--- src/rtl/serial_bit_feeder_if.sv ---
// Valid/ready word handshake into the serial bit feeder.
// The master offers words; the slave consumes them.
interface serial_bit_feeder_if #(
  parameter int WIDTH = 8
);
  logic [WIDTH-1:0] in_data;
  logic             in_valid;
  logic             in_ready;

  modport master (
    output in_data,
    output in_valid,
    input  in_ready
  );

  modport slave (
    input  in_data,
    input  in_valid,
    output in_ready
  );
endinterface

--- src/rtl/serial_bit_feeder.sv ---
// Parallel-to-serial feeder for the sequence detector.
// A one-word holding buffer lets back-to-back words stream gaplessly.
module serial_bit_feeder #(
  parameter int WIDTH     = 8,
  parameter bit MSB_FIRST = 1'b1,
  parameter bit IDLE_BIT  = 1'b0
) (
  input  logic              clk,
  input  logic              rst,
  serial_bit_feeder_if.slave in_if,
  input  logic              en,
  output logic              x,
  output logic              x_valid,
  output logic              word_done,
  output logic              busy
);

  localparam int CW = $clog2(WIDTH);
  localparam logic [CW-1:0] LAST = CW'(WIDTH - 1);

  localparam logic [0:0] S_IDLE  = 1'b0;
  localparam logic [0:0] S_SHIFT = 1'b1;

  logic [0:0]       state;
  logic [WIDTH-1:0] sh;
  logic [WIDTH-1:0] buf_q;
  logic             buf_full;
  logic [CW-1:0]    cnt;

  logic shifting;
  logic xfer;
  logic last;
  logic [WIDTH-1:0] sh_next;

  assign shifting = (state == S_SHIFT);
  assign xfer     = in_if.in_valid && !buf_full;
  assign last     = shifting && en && (cnt == LAST);

  assign in_if.in_ready = !buf_full;
  assign word_done      = last;
  assign busy           = shifting || buf_full;
  assign x_valid        = shifting;

  always_comb begin
    x = IDLE_BIT;
    if (shifting)
      x = MSB_FIRST ? sh[WIDTH-1] : sh[0];
  end

  assign sh_next = MSB_FIRST ?
    {sh[WIDTH-2:0], 1'b0} :
    {1'b0, sh[WIDTH-1:1]};

  always_ff @(posedge clk or negedge rst) begin
    if (!rst) begin
      state    <= S_IDLE;
      sh       <= '0;
      buf_q    <= '0;
      buf_full <= 1'b0;
      cnt      <= '0;
    end else begin
      unique case (state)
        S_IDLE: begin
          if (buf_full) begin
            sh       <= buf_q;
            buf_full <= 1'b0;
            cnt      <= '0;
            state    <= S_SHIFT;
          end else if (xfer) begin
            sh    <= in_if.in_data;
            cnt   <= '0;
            state <= S_SHIFT;
          end
        end
        S_SHIFT: begin
          if (last) begin
            // buffer wins; in_ready is low then so no transfer collides
            if (buf_full) begin
              sh       <= buf_q;
              buf_full <= 1'b0;
              cnt      <= '0;
            end else if (xfer) begin
              sh  <= in_if.in_data;
              cnt <= '0;
            end else begin
              state <= S_IDLE;
            end
          end else begin
            if (en) begin
              sh  <= sh_next;
              cnt <= cnt + CW'(1);
            end
            if (xfer) begin
              buf_q    <= in_if.in_data;
              buf_full <= 1'b1;
            end
          end
        end
        default: state <= S_IDLE;
      endcase
    end
  end

endmodule

--- src/flat_wrapper.sv ---
// flat-port wrapper written by rule: the top's interface ports become plain ports
module serial_bit_feeder_flat 
#(
  parameter int WIDTH     = 8,
  parameter bit MSB_FIRST = 1'b1,
  parameter bit IDLE_BIT  = 1'b0
)
  (clk, rst, en, x, x_valid, word_done, busy, in_if_in_data, in_if_in_valid, in_if_in_ready);
  serial_bit_feeder_if #(.WIDTH(WIDTH)) in_if_i ();
  input  logic clk;
  input  logic rst;
  input  logic en;
  output logic x;
  output logic x_valid;
  output logic word_done;
  output logic busy;
  input wire logic [$bits(in_if_i.in_data)-1:0] in_if_in_data;
  input wire logic [$bits(in_if_i.in_valid)-1:0] in_if_in_valid;
  output wire logic [$bits(in_if_i.in_ready)-1:0] in_if_in_ready;
  assign in_if_i.in_data = in_if_in_data;
  assign in_if_i.in_valid = in_if_in_valid;
  assign in_if_in_ready = in_if_i.in_ready;
  serial_bit_feeder #(.WIDTH(WIDTH), .MSB_FIRST(MSB_FIRST), .IDLE_BIT(IDLE_BIT)) u_core (.clk(clk), .rst(rst), .in_if(in_if_i), .en(en), .x(x), .x_valid(x_valid), .word_done(word_done), .busy(busy));
endmodule
--- config.mk ---
export PLATFORM = sky130hd
export DESIGN_NAME = serial_bit_feeder_flat
export DESIGN_NICKNAME = d
export VERILOG_FILES = /design/src/rtl/serial_bit_feeder_if.sv /design/src/rtl/serial_bit_feeder.sv /design/src/flat_wrapper.sv
export SDC_FILE = /design/constraint.sdc
export NUM_CORES = 1
export LEC_CHECK = 0
export CAP_MARGIN = 15
export CORE_ASPECT_RATIO = 1.25
export CORE_MARGIN = 2
export CORE_UTILIZATION = 50
export DETAILED_ROUTE_END_ITERATION = 7
export PLACE_DENSITY_LB_ADDON = 0.08
export SYNTH_ARGS = -nofsm -noshare
export SYNTH_HDL_FRONTEND = slang
export SYNTH_SLANG_ARGS = --single-unit
export TNS_END_PERCENT = 20
--- constraint.sdc ---
create_clock -name clk -period 2.3 [get_ports clk]
set_clock_uncertainty 0.2 [all_clocks]
set_input_delay 0.46 -clock clk [delete_from_list [all_inputs] [get_ports clk]]
set_output_delay 0.46 -clock clk [all_outputs]
set_load 0.03 [all_outputs]
==> results of run 1 <==
worst max-delay path, cell delays in order (launching register included):
cell,delay (ns)
dfrtp_1,0.41
ha_2,0.18
ha_1,0.18
buf_4,0.15
and3_2,0.20
buf_6,0.13
synth_stat cells (all sizes together):
library cell	number
dfrtp	21
mux2	9
ha	2
o21ai	7
nor2	2
a21boi	1
a22oi	1
a22o	2
nand2	2
nand2b	1
nor2b	2
buf	2
o31ai	1
inv	1
or2	1
a21bo	1
clkbuf	1
o2bb2ai	8
a221oi	7
and3	1
and2	2
layout make-up:
class	count	share of cell area (%)
clock buffer	4	2.14
inverter	1	0.306
multi-input combinational	50	35.1
sequential	21	42.8
tap	19	1.94
timing repair buffer	23	17.7
logic make-up (layout without fill, tap and decap cells):
family                   after synthesis  count (layout)
adder cells (fa/ha/maj)                2               2
flip-flops                            21              21
AO/OA/AOI/OAI                         28              28
multiplexers                           9               9
buffers and inverters                  4              28
AND/OR/NAND/NOR                       11              11
worst min path at each step:
stage / start / endpoint / slack, ns / cells after the start
detailed placement: u_core.sh[2]$_DFFE_PN0P_ / u_core.sh[2]$_DFFE_PN0P_ / 0.27 / 1
floorplan: rst / u_core.buf_full$_DFFE_PN0P_ / -0.04 / 0
global placement: u_core.sh[4]$_DFFE_PN0P_ / u_core.sh[4]$_DFFE_PN0P_ / 0.27 / 1
global route: rst / u_core.buf_q[7]$_DFFE_PN0P_ / 0.33 / 2
CTS: rst / u_core.buf_q[7]$_DFFE_PN0P_ / 0.30 / 2
finish: rst / u_core.buf_q[7]$_DFFE_PN0P_ / 0.29 / 2
routing by layer:
layer / vias to the layer above / part of all wire, % / global-route usage (%)
met5: - / 0 / 0
met4: 0 / 0.51 / 7.58
met3: 2 / 5.0 / 3.07
met2: 20 / 50 / 33.6
met1: 356 / 44 / 27.1
li1: 340 / - / -
per-stage QoR:
step	power, mW	hold WS, ns	TNS [ns]	std cells	setup slack [ns]
2_1_floorplan	0.792	-0.0356	0	75	0.554
3_3_place_gp	0.894	0.266	-0.00359	114	-0.00169
3_5_place_dp	0.921	0.272	-0.280	114	-0.0858
4_1_cts	1.10	0.299	0	118	0.0210
5_1_grt	1.15	0.328	0	118	0.0133
6_report	1.09	0.293	0	118	0.0914
registers in the layout (all words and copies together) (netlist names):
register / flops
u_core.buf_full: 1
u_core.buf_q: 8
u_core.cnt: 3
u_core.x_valid: 1
u_core.sh: 8
power groups by stage:
stage | Combinational, mW | Clock [mW] | Sequential (mW)
after floorplan | 0.231 | 0 | 0.562
after global placement | 0.314 | 0 | 0.580
after detailed placement | 0.331 | 0 | 0.590
after CTS | 0.333 | 0.180 | 0.583
after global routing | 0.362 | 0.194 | 0.599
final | 0.329 | 0.173 | 0.585
==> reports/metrics.cfg, run 1 <==
[outcome]
status = complete, no violations

[finish]
postLayoutCellArea_um2 = 1230
fin_util_pct = 68.7
nFillCells = 145
layout_common_cells = dfrtp_1 (21), clkdlybuf4s50_1 (12), mux2_2 (9)
final_nets = 114
regArea_um2 = 526
antenna_cells = 0
layout_commonest_cell = dfrtp_1
multi_input_area_um2 = 430
drive_gt1_share_pct = 28.3
area.growth.synth_to_final_pct = 27.1

[logic_synthesis]
syn_area_um2 = 966
synthCells = 75
yosysSeqAreaShare_pct = 54.4
synth_nets = 89
muxShareOfSynthArea_pct = 10.5
yosysTopAreaCell = dfrtp_1
synth_simple_gate_area_share_pct = 7.12
synth_xor_area_share_pct = 0
synth_top_family_by_area = compound AO/OA/AOI/OAI gates
avgSynthCellArea_um2 = 12.9
yosys.area.top_type_share_pct = 54.4
synth_seq_cells = 21
ys_top_cells_by_area = dfrtp_1 (54%), mux2_2 (10%), o2bb2ai_1 (7.3%)
synth.distinct_cells = 23
synthAdderAreaFrac_pct = 2.59
ys_warn_count = 0
synth_compound_area_share_pct = 23.6

[power_and_ir_drop]
sw_frac_of_total_pct = 30.4
seqPwrFrac_pct = 53.9
p_switching_uw = 330
p_int_uw = 757
pwr-share-comb_pct = 30.2
p_leak_nw = 0.560
peakVddDrop_mv = 0.578
powerDensity_nw_per_um2 = 886
pwr-share-clk_pct = 15.9

[global_route]
grt-ovfl-total = 0
grt_usage_pct = 20.4
grt_pass1_vias = 718
grt_max_degree = 22
antenna_found_initial = 0
grt_pass1_wl_mm = 3.36

[sta]
setup_violations = 0
slew_headroom_pct = 57.1
min_period_over_period_pct = 96.0
fmax_ghz = 0.453
grt_setup_unrepaired = no
finalHoldViolCount = 0
finalMaxSlewViolations = 0
tightest_slew_ns = 0.639
period_needed_ns = 2.21

[clocking]
htreeDepth = 1
cts_tree = done
hold_buffers = 0
cts_buffer_depth = 2
post_cts_resized = 1
clkTransAtPathRegs_ns = 0.11
cts_num_sinks = 21
numCtsBuffers = 3
clk_root_buffer_cell = clkbuf_4
post_cts_buffers = 0
clkLatencyLatePin_ns = 0.29

[route]
drt_iter0_markers = 7
via_count = 718
routed_via_density = 6.08
drt.antenna.violating_nets = 0
wl_mm = 1.97
wl_per_cell_um = 16.7
route.detailed.drc = 0
drt_first_pass_iters = 4

[floorplanning]
rows = 17
initial_core_util_pct = 54.1
dieArea_um2 = 2300
ioPinCount = 17
dieWidth_um = 43.3
die_h_um = 53.1
design.core.area_um2 = 1790

[worst_setup_path]
arrival_ns = 1.55
start_kind = flip-flop
r2r_setup_slack_ns = 0.29
r2r-start = u_core.cnt[0]$_DFFE_PN0P_
endpoint = word_done
reg2reg_depth = 6
crit_path_start = u_core.cnt[0]$_DFFE_PN0P_
critPathMaxFanout = 3
crit_type = flip-flop to output port
crit_required_ns = 1.64
cp-end-kind = output port
r2r-end = u_core.buf_q[6]$_DFFE_PN0P_

[placed_design]
place.gp.congestion = 0.756
dp_hpwl_mm = 1.37
port_buffers = 16
dpl-instance-area_um2 = 1190

[run]
maxCapViolCount = 0

[worst_hold_path]
min_path_type = primary input to async pin

Power figures use the tool's default switching activity.
==> inputs of run 2 (changes only) <==
--- a/config.mk
+++ b/config.mk
@@ -10,6 +10,8 @@
 export CORE_MARGIN = 2
 export CORE_UTILIZATION = 50
 export DETAILED_ROUTE_END_ITERATION = 7
+export DONT_BUFFER_PORTS = 1
+export HOLD_SLACK_MARGIN = 0.02
 export PLACE_DENSITY_LB_ADDON = 0.08
 export SYNTH_ARGS = -nofsm -noshare
 export SYNTH_HDL_FRONTEND = slang
==> run 2 against run 1 <==
Effect of this change:
- sequential share of layout area grew 7.2 points
- clock-buffer cell count is the same
- flip-flop and latch count is the same
==> reports/metrics.cfg, run 2 (synthesized netlist as in run 1, its figures left out) <==
[clocking]
htreeDepth = 1
cts_num_sinks = 21
post_cts_resized = 0
cts_buffer_depth = 2
clkLatencyLatePin_ns = 0.31
post_cts_buffers = 0
hold_buffers = 1
clkTransAtPathRegs_ns = 0.11
clk_root_buffer_cell = clkbuf_4
numCtsBuffers = 3
cts_tree = done

[finish]
regArea_um2 = 526
antenna_cells = 0
layout_common_cells = dfrtp_1 (21), mux2_2 (9), o2bb2ai_1 (8)
drive_gt1_share_pct = 28.0
reg_top3 = u_core.buf_q (8), u_core.sh (8), u_core.cnt (3)
fin_util_pct = 58.8
area.growth.synth_to_final_pct = 8.68
layout_commonest_cell = dfrtp_1
nFillCells = 162
final_nets = 97
multi_input_area_um2 = 423

[worst_hold_path]
worstHoldEndpoint = u_core.x_valid$_DFF_PN0_
hold_start = in_if_in_valid
whs_path_depth = 2
min_path_type = primary input to flip-flop

[sta]
finalSetupTns_ns = 0
slew_headroom_pct = 36.3
setup_slack_ns = 0.138
fmax_ghz = 0.462
setup_violations = 0
finalMaxSlewViolations = 0
period_needed_ns = 2.16
tightest_slew_ns = 0.952
finalHoldViolCount = 0
min_period_over_period_pct = 94.0
grt_setup_unrepaired = no

[placed_design]
place.gp.congestion = 0.796
port_buffers = 0
dp_slack_ns = 0.252
dp_hpwl_mm = 1.34

[worst_setup_path]
slowest_stage = dfrtp_1
r2r-start = u_core.cnt[0]$_DFFE_PN0P_
crit_path_cell_trace = ha_1 > ha_1 > buf_4 > and3_2
critPathMaxFanout = 3
arrival_ns = 1.50
r2r_setup_slack_ns = 0.24
cp-end-kind = output port
critPathTopFamily = flip-flops
cp.buffers_inverters = 1
crit_type = flip-flop to output port
reg2reg_depth = 6
crit_top_cell = ha_1
start_kind = flip-flop
crit_path_start = u_core.cnt[0]$_DFFE_PN0P_
slowest_delay_ns = 0.41
r2r-end = u_core.sh[2]$_DFFE_PN0P_
crit_required_ns = 1.64

[route]
drt_first_pass_iters = 4
route.detailed.drc = 0
via_count = 668
wl_per_cell_um = 18.6
routed_via_density = 6.61
drt_iter0_markers = 12
drt.antenna.violating_nets = 0
wl_mm = 1.88

[floorplanning]
ioPinCount = 17
design.core.area_um2 = 1790
initial_core_util_pct = 54.1
die_h_um = 53.1
dieArea_um2 = 2300
dieWidth_um = 43.3
rows = 17

[global_route]
grt-ovfl-total = 0
antenna_found_initial = 0
grt_pass1_vias = 677
grt_max_degree = 22
grt_usage_pct = 20.0
grt_pass1_wl_mm = 3.22

[power_and_ir_drop]
p_leak_nw = 0.458
power_mw = 1.03
peakVddDrop_mv = 0.618
powerDensity_nw_per_um2 = 984

[run]
maxCapViolCount = 0

[outcome]
status = complete, no violations

-- run 2: cell count changes in the layout (fill, tap and decap cells not counted), sizes merged --
cell           change
buf                -3
clkdlybuf4s50     -12
dlymetal6s2s       -2
dlygate4sd3        +1
dlygate4sd2        -1
-- run 2: worst register-to-register path, stage by stage, from the launching register on --
cell and delay, ns:
dfrtp_1 0.38, ha_1 0.15, ha_1 0.15, nor2b_1 0.05, o31ai_1 0.66, buf_4 0.27
o2bb2ai_1 0.12
-- run 2: through the flow --
stage,hold slack [ns],cells,instance area [um2]
6_report,0.0662,101,1050
5_1_grt,0.0799,101,1050
4_1_cts,0.0596,101,1050
3_5_place_dp,-0.0352,96,1010
3_3_place_gp,-0.0352,96,1010
2_1_floorplan,-0.0356,75,966
-- run 2: how the worst max path moves through the flow --
| stage | cells after the start | end | slack (ns) |
|---|---|---|---|
| 2_1_floorplan | 5 | u_core.buf_q[0]$_DFFE_PN0P_ | 0.55 |
| 3_3_place_gp | 6 | u_core.sh[1]$_DFFE_PN0P_ | 0.30 |
| 3_5_place_dp | 6 | u_core.sh[2]$_DFFE_PN0P_ | 0.25 |
| 4_1_cts | 4 | word_done | 0.13 |
| 5_1_grt | 6 | u_core.sh[1]$_DFFE_PN0P_ | 0.03 |
| 6_report | 4 | word_done | 0.14 |
-- run 2: layout make-up --
class	count	share of cell area [%]
flip-flops and latches	21	50.1
multi-input cells	50	40.3
repair buffers	6	4.53
clock buffers	4	2.50
well taps	19	2.26
inverters	1	0.358
-- run 2: per-layer routing --
metal	global-route usage (%)	wire (um)	part of all wire, %	vias to the layer above
li1	-	-	-	304
met1	28.5	870	46	338
met2	28.1	873	47	21
met3	3.07	87	4.6	5
met4	12.6	46	2.5	0
met5	0	0	0	-
-- run 2: where the power goes --
| part | leakage (nW) | total, mW | switching [mW] | internal, mW |
|---|---|---|---|---|
| logic | 0.182 | 0.283 | 0.136 | 0.147 |
| registers | 0.261 | 0.572 | 0.0674 | 0.504 |
| clock network | 0.0150 | 0.178 | 0.110 | 0.0677 |
